**config.mk**
```make
export PLATFORM = sky130hd
export DESIGN_NAME = config_reg_sequencer
export DESIGN_NICKNAME = d
export VERILOG_FILES = /design/src/rtl/config_reg_pkg.sv /design/src/rtl/config_reg_sequencer.sv
export SDC_FILE = /design/constraint.sdc
export NUM_CORES = 1
export LEC_CHECK = 0
export CORE_MARGIN = 3
export CORE_UTILIZATION = 45
export DETAILED_ROUTE_END_ITERATION = 10
export PLACE_DENSITY_LB_ADDON = 0.1
export SETUP_SLACK_MARGIN = 0.05
export SYNTH_ARGS = -nofsm -noshare
export SYNTH_HDL_FRONTEND = slang
export SYNTH_SLANG_ARGS = --single-unit
```
**constraint.sdc**
```tcl
create_clock -name clk -period 3.1 [get_ports clk]
set_input_delay 0.62 -clock clk [delete_from_list [all_inputs] [get_ports clk]]
set_output_delay 0.62 -clock clk [all_outputs]
set_load 0.1 [all_outputs]
```
**src/rtl/config_reg_pkg.sv**
```systemverilog
// Shared definitions for the config_reg register block and its sequencer.
//   reg_addr_e       - symbolic names for the eight register addresses
//   register_word_t  - one 16-bit register word
//   NUM_REGS         - number of registers in the block
//   *_RST            - reset value of each register
//   seq_state_e      - states of config_reg_sequencer
package config_reg_pkg;

    localparam int NUM_REGS = 8;

    typedef logic [15:0] register_word_t;

    typedef enum logic [2:0] {
        adc0_reg       = 3'd0,
        adc1_reg       = 3'd1,
        adc2_reg       = 3'd2,
        adc3_reg       = 3'd3,
        gain_reg       = 3'd4,
        offset_reg     = 3'd5,
        filter_reg     = 3'd6,
        digital_config = 3'd7
    } reg_addr_e;

    localparam register_word_t ADC0_RST           = 16'hFFFF;
    localparam register_word_t ADC1_RST           = 16'h0000;
    localparam register_word_t ADC2_RST           = 16'h0000;
    localparam register_word_t ADC3_RST           = 16'h0000;
    localparam register_word_t GAIN_RST           = 16'hABCD;
    localparam register_word_t OFFSET_RST         = 16'h0000;
    localparam register_word_t FILTER_RST         = 16'h0000;
    localparam register_word_t DIGITAL_CONFIG_RST = 16'h0001;

    typedef enum logic [2:0] {
        SEQ_IDLE    = 3'd0,
        SEQ_WRITE   = 3'd1,
        SEQ_RD_ADDR = 3'd2,
        SEQ_RD_CAP  = 3'd3,
        SEQ_DONE    = 3'd4
    } seq_state_e;

endpackage

```
**src/rtl/config_reg_sequencer.sv**
```systemverilog
// config_reg_sequencer: programs every config_reg register from an image,
// reads each one back and reports which registers disagree with the image.
//
// Ports
//   clk           in   single rising-edge clock
//   reset         in   synchronous, active-high
//   start         in   request a pass (only looked at while idle)
//   verify_only   in   sampled with start; 1 = read-back only, no writes
//   image         in   NUM_REGS words; word k at [k*DATA_W +: DATA_W]
//   busy          out  pass in progress (cycle after acceptance .. DONE)
//   done          out  one-cycle end-of-pass pulse
//   err_mask      out  bit k set when address k read back wrong
//   err_count     out  number of set bits in err_mask
//   reg_write     out  config_reg write strobe
//   reg_address   out  config_reg address
//   reg_data_in   out  config_reg write data
//   reg_data_out  in   config_reg read data
module config_reg_sequencer
    import config_reg_pkg::*;
#(
    parameter int NUM_REGS = config_reg_pkg::NUM_REGS,
    parameter int ADDR_W   = 3,
    parameter int DATA_W   = 16,
    localparam int CNT_W   = $clog2(NUM_REGS + 1)
) (
    input  logic                         clk,
    input  logic                         reset,
    input  logic                         start,
    input  logic                         verify_only,
    input  logic [NUM_REGS*DATA_W-1:0]   image,
    output logic                         busy,
    output logic                         done,
    output logic [NUM_REGS-1:0]          err_mask,
    output logic [CNT_W-1:0]             err_count,
    output logic                         reg_write,
    output logic [ADDR_W-1:0]            reg_address,
    output logic [DATA_W-1:0]            reg_data_in,
    input  logic [DATA_W-1:0]            reg_data_out
);

    localparam logic [ADDR_W-1:0] LAST_ADDR = ADDR_W'(NUM_REGS - 1);

    seq_state_e                   state_reg, state_next;
    logic [NUM_REGS*DATA_W-1:0]   image_reg;
    logic [ADDR_W-1:0]            addr_reg;
    logic [NUM_REGS-1:0]          err_mask_reg;
    logic [CNT_W-1:0]             err_count_reg;

    logic [DATA_W-1:0]            image_word [NUM_REGS];
    logic                         last_addr;
    logic                         rd_mismatch;

    // Split the latched image into per-address words.
    generate
        for (genvar gi = 0; gi < NUM_REGS; gi++) begin : g_image_word
            assign image_word[gi] = image_reg[gi*DATA_W +: DATA_W];
        end
    endgenerate

    assign last_addr   = (addr_reg == LAST_ADDR);
    // Case inequality so an undriven or X read-back is flagged rather than
    // silently treated as a match.
    assign rd_mismatch = (reg_data_out !== image_word[addr_reg]);

    // State register
    always_ff @(posedge clk) begin
        if (reset) begin
            state_reg <= SEQ_IDLE;
        end else begin
            state_reg <= state_next;
        end
    end

    // Next-state logic
    always_comb begin
        state_next = state_reg;
        unique case (state_reg)
            SEQ_IDLE: begin
                if (start) begin
                    state_next = verify_only ? SEQ_RD_ADDR : SEQ_WRITE;
                end
            end
            SEQ_WRITE: begin
                if (last_addr) begin
                    state_next = SEQ_RD_ADDR;
                end
            end
            SEQ_RD_ADDR: state_next = SEQ_RD_CAP;
            SEQ_RD_CAP: begin
                state_next = last_addr ? SEQ_DONE : SEQ_RD_ADDR;
            end
            SEQ_DONE: state_next = SEQ_IDLE;
            default:  state_next = SEQ_IDLE;
        endcase
    end

    // Datapath: image latch, address counter, comparison results.
    // The counter saturates at LAST_ADDR in the read phase so it never
    // wraps back onto address 0.
    always_ff @(posedge clk) begin
        if (reset) begin
            image_reg     <= '0;
            addr_reg      <= '0;
            err_mask_reg  <= '0;
            err_count_reg <= '0;
        end else begin
            unique case (state_reg)
                SEQ_IDLE: begin
                    if (start) begin
                        image_reg     <= image;
                        addr_reg      <= '0;
                        err_mask_reg  <= '0;
                        err_count_reg <= '0;
                    end
                end
                SEQ_WRITE: begin
                    addr_reg <= last_addr ? '0 : addr_reg + 1'b1;
                end
                SEQ_RD_CAP: begin
                    if (rd_mismatch) begin
                        err_mask_reg[addr_reg] <= 1'b1;
                        err_count_reg          <= err_count_reg + 1'b1;
                    end
                    if (!last_addr) begin
                        addr_reg <= addr_reg + 1'b1;
                    end
                end
                default: ;
            endcase
        end
    end

    // Outputs decoded from the registered state; reset forces IDLE, so all
    // bus outputs fall to zero on the edge that samples reset.
    always_comb begin
        busy        = (state_reg != SEQ_IDLE);
        done        = (state_reg == SEQ_DONE);
        reg_write   = 1'b0;
        reg_address = '0;
        reg_data_in = '0;
        unique case (state_reg)
            SEQ_WRITE: begin
                reg_write   = 1'b1;
                reg_address = addr_reg;
                reg_data_in = image_word[addr_reg];
            end
            SEQ_RD_ADDR, SEQ_RD_CAP: begin
                reg_address = addr_reg;
            end
            default: ;
        endcase
    end

    assign err_mask  = err_mask_reg;
    assign err_count = err_count_reg;

endmodule
```
== Word level (Yosys, flattened, before mapping) ==
Index checks and enable logic that the tools add are counted.
Cells by class
  add/subtract/negate cells: 2
  order comparisons: 3
  equality and inequality tests: 10
  muxes and demuxes: 23
  bitwise logic cells: 2
  reduce and logical (&&, ||, !) cells: 10
Operators with widths (count)
  $bmux W16 S3: 1
  $mux W16: 3
  $mux W3: 7
  $mux W8: 2
  $nex A16 B16 Y1: 1
  $pmux W8 S2: 1
  $pmux W3 S4: 1
  $pmux W3 S3: 1
  $mux W4: 2
  $ne A2 B2 Y1 const B: 4
  $or A8 B8 Y8: 1
  $pmux W4 S2: 1
  $eq A3 B2 Y1 const B: 2
  $eq A3 B3 Y1 const B: 2
  $reduce_and A3 Y1: 2
  $reduce_bool A3 Y1: 2
  $add A4 B1 Y4 const B: 1
  $ge A4 B4 Y1 const B: 1
  $lt A3 B4 Y1 const B: 1
  $not A3 Y4: 1
  $reduce_and A2 Y1: 2
  $add A3 B1 Y3 const B: 1
  $demux W1 S3: 1
  $eq A3 B1 Y1 const B: 1
  other kinds (7): 8
Word-level totals
  register bits: 146
  input port bits: 148
  output and inout port bits: 34
  word-level logic and storage cells: 55

== Logic depth before layout (Yosys ltp) ==
Gate-level depths: netlist (run 1).
  depth after elaboration: 7
  gate-level depth with buffers: 12
  depth with buffers taken out: 8

== Least setup slack after synthesis (run 1) ==
No wires, ideal clock.
  kind: register to output
  start point: reg addr_reg[1]
  end point: out reg_data_in[3]
  arrival: 3.325 ns
  data required time: 2.480 ns
  path slack: -0.845 ns
  stages on the path, launching flop included: 7
  buffers on the path: 3
  cells stage by stage: dfxtp_1 > buf_4 > buf_4 > buf_4 > mux2i_1 > a22o_1 > nor3_1
Between the ends
  word-level cells in the longest chain between the ends: 5
Ends and longest elaborated chain
  from (decl): RTL line config_reg_sequencer.sv:45  | logic [ADDR_W-1:0] addr_reg;
  from (signal assigned): RTL line config_reg_sequencer.sv:117  | addr_reg <= last_addr ? '0 : addr_reg + 1'b1;
  from (signal assigned): RTL line config_reg_sequencer.sv:125  | addr_reg <= addr_reg + 1'b1;
  $not A3 Y4 (implied by the code): RTL line config_reg_sequencer.sv:145  | reg_data_in = image_word[addr_reg];
  $bmux W16 S3: RTL line config_reg_sequencer.sv:145
  $mux W16 (implied by the code) (2 in a row): RTL line config_reg_sequencer.sv:145
  $mux W16: RTL line config_reg_sequencer.sv:141  | unique case (state_reg)
  to (decl): RTL line config_reg_sequencer.sv:37  | output logic [DATA_W-1:0] reg_data_in,
No other way between the ends. The select of a mux whose other input is x is not followed.

== Worst setup path after layout (run 1) ==
  start point: reg addr_reg[1]
  end point: reg err_mask_reg[0] (netlist: err_mask[0])
Between the ends
  word-level cells in the longest chain between the ends: 7
  elaborated cells between the ends (all ways): 15
  those cells by class: order compare (2); eq/ne (2); mux (7); bitwise (2); reduce/logical (2)
Ends and longest elaborated chain
  $not A3 Y4 (implied by the code) (tied with other cells): RTL line config_reg_sequencer.sv:63  | assign rd_mismatch = (reg_data_out !== image_word[addr_reg]);
  $bmux W16 S3 or $logic_and A1 B1 Y1 (tied branches): RTL line config_reg_sequencer.sv:63, config_reg_sequencer.sv:121
  $mux W16 (implied by the code) or $mux W1 (tied branches): RTL line config_reg_sequencer.sv:63, config_reg_sequencer.sv:121
  $mux W16 (implied by the code) or $demux W1 S3 (tied branches): RTL line config_reg_sequencer.sv:63, config_reg_sequencer.sv:121
  $nex A16 B16 Y1 or $or A8 B8 Y8 (tied branches)
  $ne A2 B2 Y1 (no source line) or $mux W8 (tied branches)
  $reduce_and A3 Y1 (no source line) or $pmux W8 S2 (tied branches)
  to (signal assigned): RTL line config_reg_sequencer.sv:104  | err_mask_reg <= '0;
  to (signal assigned): RTL line config_reg_sequencer.sv:112  | err_mask_reg <= '0;
  to (signal, indexed assignment): RTL line config_reg_sequencer.sv:121  | err_mask_reg[addr_reg] <= 1'b1;
  to (decl): RTL line config_reg_sequencer.sv:46  | logic [NUM_REGS-1:0] err_mask_reg;
Parallel ways exist; a longest one is shown, timed or not. The select of a mux whose other input is x is not followed.
A chain may end at the register's enable or synchronous reset.

==> key figures, run 1 <==
Job
  • Number of violations of the max-capacitance limit: 0

Worst hold path
  • Path type of the worst min-delay path: flop to flop

Cells and area
  • Signed area change from the synthesized netlist to the final layout: 43.6%
  • Number of nets in the layout: 1123
  • Max reg flops: 128
  • Fin area: 0.00936 mm2
  • Area of all sequential standard cells: 0.00293 mm2
  • Number of fill cells: 1183
  • Multi-input logic area: 0.00338 mm2
  • Antenna fix cells: 0
  • Final cell count without fillers: 1165
  • Share of cells above drive strength 1: 0.132

Floorplan
  • Std-Cell Rows: 43
  • Die X: 126 um
  • Die H: 126 um
  • Initial cell density of the core: 0.464
  • Number of primary I/O pins: 182
  • Placeable Area: 0.0140 mm2
  • Die Outline Area: 0.0160 mm2

GRT
  • Global-route wire length before repair: 32500 um
  • Number of antenna violations at the first check in global routing: 0
  • GRT Residual Overflow: 0
  • All-Layer GR Usage: 0.258
  • Pin count of the biggest net entering global routing: 130
  • Vias in the first global route: 6241

Clock tree
  • Clock Sinks: 146
  • Buffers from clock root to sink, at most: 2
  • Insertion delay of the later-clocked pin in the worst-skew pair: 420 ps
  • TritonCTS buffer count: 17
  • Clock input transition at the sequential cells of the worst setup and hold paths: 60 ps
  • Cell at the root of the clock tree: sky130_fd_sc_hd__clkbuf_16
  • Clock H-tree levels: 4
  • Clock tree from TritonCTS: done

Synthesis
  • Sequential element share of the synthesized area: 0.448
  • Syn_area_per_cell: 8.04 um2
  • Gate count after technology mapping: 811
  • Top cells by area, synth: sky130_fd_sc_hd__dfxtp_1 (45%), sky130_fd_sc_hd__nand2_1 (15%), sky130_fd_sc_hd__a21oi_1 (10%)
  • Syn Nets: 962
  • Number of enable-type register cells in the synthesized netlist: 0
  • Netlist cell types: 51
  • Largest area contributor in the netlist: sky130_fd_sc_hd__dfxtp_1
  • Synthesis warning total: 0
  • Portion of synthesized cell area occupied by the leading cell type: 0.448
  • Cell Area, Synth: 0.00652 mm2
  • Prevailing post-synth register cell: sky130_fd_sc_hd__dfxtp_1
  • Most common cell in the netlist: sky130_fd_sc_hd__nand2_1
  • Ys async rst share: 0
  • Top cells by count, synth: sky130_fd_sc_hd__nand2_1 (262), sky130_fd_sc_hd__dfxtp_1 (146), sky130_fd_sc_hd__a21oi_1 (135)
  • Number of register bits inferred by synthesis: 146

Power
  • Reported leakage power: 3.43 nW
  • Power density over cell area: 565 mW/mm2
  • Worst ir drop on vdd: 0.000400 V

Timing
  • Post-route minimum period: 2950 ps
  • Max-slew headroom at the worst pin: 0.566
  • Transition time at the pin with the least slew margin: 645 ps
  • Layout Skew: 10.0 ps
  • Final period utilization: 0.951
  • Final Hold Vio Count: 0
  • Sum of negative setup slack: 0 ps
  • Setup violators final: 0
  • Setup repair after global routing missed its margin: no
  • Max-slew violation count: 0
  • Fmax achieved: 339 MHz

Route
  • TritonRoute pass-1 iters: 5
  • Mean number of vias per cell: 5.41
  • Residual antenna-violating net count after detailed routing: 0
  • Vias after detailed routing: 6305
  • Total detailed-routing wirelength: 21000 um
  • Drt drc: 0
  • Average detailed-routed wire length per instance: 18.0 um
  • Iter 0 DRT Violations: 550

Placement
  • Number of buffers inserted by port buffering: 181
  • Placed cell areas: 0.00872 mm2
  • Post-DP HPWL: 15300 um
  • Placed insts: 1132
  • Gpl congestion: 0.885

Outcome
  • Run status: finished, final reports clean

Worst setup path
  • CP Class: flop to flop
  • Arr. time, crit path: 3260 ps
  • Worst Setup Start Kind: flop
  • Data required time at the worst endpoint: 3410 ps
  • Crit path capture type: flop
  • CP Max Fanout: 15
==> cell families after synthesis <==
family,count (synthesis),synth area share
AO/OA/AOI/OAI,192,0.176
flip-flops,146,0.448
AND/OR/NAND/NOR,344,0.221
adder cells (fa/ha/maj),3,0.00576
XOR/XNOR,10,0.0134
buffers and inverters,69,0.0438
multiplexers,47,0.0918
==> per-stage QoR <==
step	hold slack, ps	power (mW)	utilization	worst slack, ps
2_1_floorplan	432	2.75	-	-641
3_3_place_gp	445	3.18	0.621	172
3_5_place_dp	448	3.20	0.621	117
4_1_cts	457	5.30	0.664	101
5_1_grt	480	5.49	0.667	52.7
6_report	457	5.29	0.667	150
==> power by group <==
part           leakage [nW]  switching (mW)  internal, mW  total, mW
clock                 0.292           0.836          1.28       2.11
combinational          1.94           0.603         0.463       1.07
sequential             1.19          0.0976          2.01       2.11
total                  3.43            1.54          3.75       5.29
==> final cells by class <==
cell class,count,share of cell area
clock buffers,18,0.0458
clock inverters,14,0.0188
inverters,6,0.00241
multi-input cells,596,0.361
flip-flops and latches,146,0.313
well taps,180,0.0241
repair buffers,205,0.235
==> critical path, stage by stage, from the launching register on <==
cell                       delay, ps
sky130_fd_sc_hd__dfxtp_4         460
sky130_fd_sc_hd__buf_4           260
sky130_fd_sc_hd__mux2i_1         350
sky130_fd_sc_hd__a22o_1          240
sky130_fd_sc_hd__nor3_1           60
sky130_fd_sc_hd__nand3b_1        170
sky130_fd_sc_hd__or4_4           530
sky130_fd_sc_hd__nor4_4          340
sky130_fd_sc_hd__nor3_1          140
sky130_fd_sc_hd__a32o_1          280
==> metal layers <==
metal / routed length, um / up-vias / track usage
met5: 0 / - / 0
met4: 417 / 0 / 0.0814
met3: 1130 / 32 / 0.0581
met2: 10000 / 212 / 0.421
met1: 9390 / 2977 / 0.342
li1: - / 3084 / -
==> path summary, 6_finish.rpt <==
| check | from | to | slack [ps] | depth (start not counted) |
|---|---|---|---|---|
| min | image_reg[78]$_SDFFE_PP0P_ | image_reg[78]$_SDFFE_PP0P_ | 460 | 2 |
| max reg2reg | addr_reg[1]$_SDFFE_PP0P_ | err_mask[0]$_SDFFE_PP0P_ | 150 | 9 |
| min reg2reg | image_reg[78]$_SDFFE_PP0P_ | image_reg[78]$_SDFFE_PP0P_ | 460 | 2 |
| max | addr_reg[1]$_SDFFE_PP0P_ | err_mask[0]$_SDFFE_PP0P_ | 150 | 9 |
==> timing repair <==
action	CTS	global route
endpoints found under the hold margin	0	0
endpoints found under the setup margin	0	13
hold buffers	0	0
buffers inserted	0	0
gates resized for setup	0	6
==> cell usage in the layout, fill, tap and decap left out, types with 10 or more instances in the layout <==
cell	netlist	final
sky130_fd_sc_hd__nor2_2	0	10
sky130_fd_sc_hd__clkdlybuf4s50_1	0	146
sky130_fd_sc_hd__a21oi_1	135	134
sky130_fd_sc_hd__buf_4	6	36
sky130_fd_sc_hd__buf_12	0	22
sky130_fd_sc_hd__nor3_1	19	13
sky130_fd_sc_hd__nor2_1	25	15
sky130_fd_sc_hd__mux4_2	10	10
sky130_fd_sc_hd__clkbuf_16	0	18
sky130_fd_sc_hd__a22o_1	16	16
sky130_fd_sc_hd__dfxtp_1	146	144
sky130_fd_sc_hd__mux2i_1	35	35
sky130_fd_sc_hd__nand2_1	262	261
(Power assumes the default switching activity.)
==> inputs of run 2 (changes only) <==
--- a/config.mk
+++ b/config.mk
@@ -6,7 +6,8 @@
 export NUM_CORES = 1
 export LEC_CHECK = 0
 export CORE_MARGIN = 3
-export CORE_UTILIZATION = 45
+export CORE_UTILIZATION = 50
+export CTS_BUF_LIST = sky130_fd_sc_hd__clkbuf_8
 export DETAILED_ROUTE_END_ITERATION = 10
 export PLACE_DENSITY_LB_ADDON = 0.1
 export SETUP_SLACK_MARGIN = 0.05
==> key figures, run 2 (same netlist as run 1, synthesis figures left out) <==
Floorplan
  • Initial cell density of the core: 0.514
  • Die X: 120 um
  • Die H: 120 um
  • Number of primary I/O pins: 182
  • Die Outline Area: 0.0144 mm2
  • Std-Cell Rows: 41
  • Placeable Area: 0.0127 mm2

Cells and area
  • Final core utilization: 0.726
  • Share of cells above drive strength 1: 0.142
  • Signed area change from the synthesized netlist to the final layout: 41.2%
  • Most common cell after layout, fill and taps aside: sky130_fd_sc_hd__nand2_1
  • Max reg flops: 128
  • Number of nets in the layout: 1128
  • Final cell count without fillers: 1162
  • Fin area: 0.00920 mm2
  • Most used cells in the layout excluding fill and tap cells: sky130_fd_sc_hd__nand2_1 (261), sky130_fd_sc_hd__clkdlybuf4s50_1 (146), sky130_fd_sc_hd__dfxtp_1 (143)
  • Antenna fix cells: 0

Worst setup path
  • Arr. time, crit path: 2360 ps
  • Cell repeated most along the worst path: sky130_fd_sc_hd__buf_4
  • Cell count of the worst reg-to-reg path: 10
  • Worst Setup Start Kind: flop
  • Slowest library cell on the worst path: sky130_fd_sc_hd__dfxtp_1
  • CP Max Fanout: 14
  • CP Class: flop to primary output
  • Crit path capture type: primary output
  • Longest individual stage delay on the worst path: 480 ps
  • Data required time at the worst endpoint: 2480 ps
  • Critical Path, Cell by Cell: nor2b_2 > nand2b_1 > buf_4 > nor3_1 > buf_4 > buf_12

Timing
  • Transition time at the pin with the least slew margin: 798 ps
  • Final Hold Vio Count: 0
  • Sum of negative setup slack: 0 ps
  • Fmax achieved: 336 MHz
  • Max-slew headroom at the worst pin: 0.468
  • Final critical-path setup slack: 124 ps
  • Layout Skew: 10.0 ps
  • Post-route minimum period: 2980 ps
  • Final period utilization: 0.960
  • Worst hold slack across all endpoints: 458 ps
  • Setup repair after global routing missed its margin: no
  • Setup violators final: 0
  • Max-slew violation count: 0

Clock tree
  • Cell at the root of the clock tree: sky130_fd_sc_hd__clkbuf_8
  • Clock Sinks: 146
  • TritonCTS buffer count: 17
  • Clock input transition at the sequential cells of the worst setup and hold paths: 90 ps
  • Clock H-tree levels: 4
  • Clock tree from TritonCTS: done
  • Buffers from clock root to sink, at most: 2
  • Post-CTS Hold Buffers: 0
  • Insertion delay of the later-clocked pin in the worst-skew pair: 450 ps

Placement
  • Gpl congestion: 0.963
  • Post-DP HPWL: 15100 um
  • Pre-CTS setup slack: 136 ps
  • Placed cell areas: 0.00873 mm2
  • Placed insts: 1125
  • Number of buffers inserted by port buffering: 181

Route
  • Iter 0 DRT Violations: 636
  • Residual antenna-violating net count after detailed routing: 0
  • Mean number of vias per cell: 5.47
  • Total detailed-routing wirelength: 20500 um
  • TritonRoute pass-1 iters: 6
  • Drt drc: 0
  • Average detailed-routed wire length per instance: 17.6 um
  • Vias after detailed routing: 6359

GRT
  • All-Layer GR Usage: 0.282
  • Pin count of the biggest net entering global routing: 130
  • Vias in the first global route: 6178
  • GRT Residual Overflow: 0
  • Number of antenna violations at the first check in global routing: 0
  • Global-route wire length before repair: 31700 um

Job
  • Number of violations of the max-capacitance limit: 0

Power
  • Reported leakage power: 3.35 nW
  • Power density over cell area: 507 mW/mm2
  • Worst ir drop on vdd: 0.000391 V
  • Total chip power: 4.67 mW

Worst hold path
  • Path type of the worst min-delay path: flop to flop
  • Worst hold path depth: 2

Outcome
  • Run status: finished, final reports clean
run 2: cell count changes in the layout (fill, tap and decap cells not counted), moves of 3 or more:
cell	change
sky130_fd_sc_hd__clkbuf_8	+18
sky130_fd_sc_hd__clkbuf_16	-17
sky130_fd_sc_hd__buf_4	+4
sky130_fd_sc_hd__nor2b_1	-3
sky130_fd_sc_hd__nor2b_2	+3
run 2: final cells by class:
| cell class | instances | area [um2] |
|---|---|---|
| fillers | 974 | 3470 |
| well taps | 172 | 215 |
| multi-input cells | 596 | 3390 |
| repair buffers | 210 | 2250 |
| clock inverters | 14 | 146 |
| inverters | 6 | 22.5 |
| clock buffers | 18 | 248 |
| flip-flops and latches | 146 | 2930 |
run 2: critical path: cells and delay by family, from the launching register on:
| kind | cells | cell delay (ps) |
|---|---|---|
| AND/OR/NAND/NOR | 3 | 790 |
| buffers and inverters | 3 | 620 |
| flip-flops | 1 | 480 |
run 2: power breakdown:
group	switching, mW	internal, mW
Sequential	0.0977	2.01
Combinational	0.604	0.472
Clock	0.801	0.683
run 2: repair_timing:
item                                    CTS  global route
resized for setup                         1             9
endpoints found under the setup margin    1            18
cloned                                    0             1
buffers inserted                          0             4
pin swaps                                 0             0
run 2: per-layer routing:
metal  GRT usage  part of all wire
met3      0.0589             0.063
met2       0.466              0.48
met5           0                 0
met1       0.368              0.43
met4      0.0938             0.020
run 2: path summary, 6_finish.rpt:
kind,start,to,slack [ps]
worst min-delay path,image_reg[95]$_SDFFE_PP0P_,image_reg[95]$_SDFFE_PP0P_,460
worst max-delay path,state_reg[0]$_SDFFE_PP0P_,reg_data_in[9],120
worst min register to register,image_reg[95]$_SDFFE_PP0P_,image_reg[95]$_SDFFE_PP0P_,460
worst max register to register,addr_reg[1]$_SDFFE_PP0P_,err_count[2]$_SDFFE_PP0P_,170
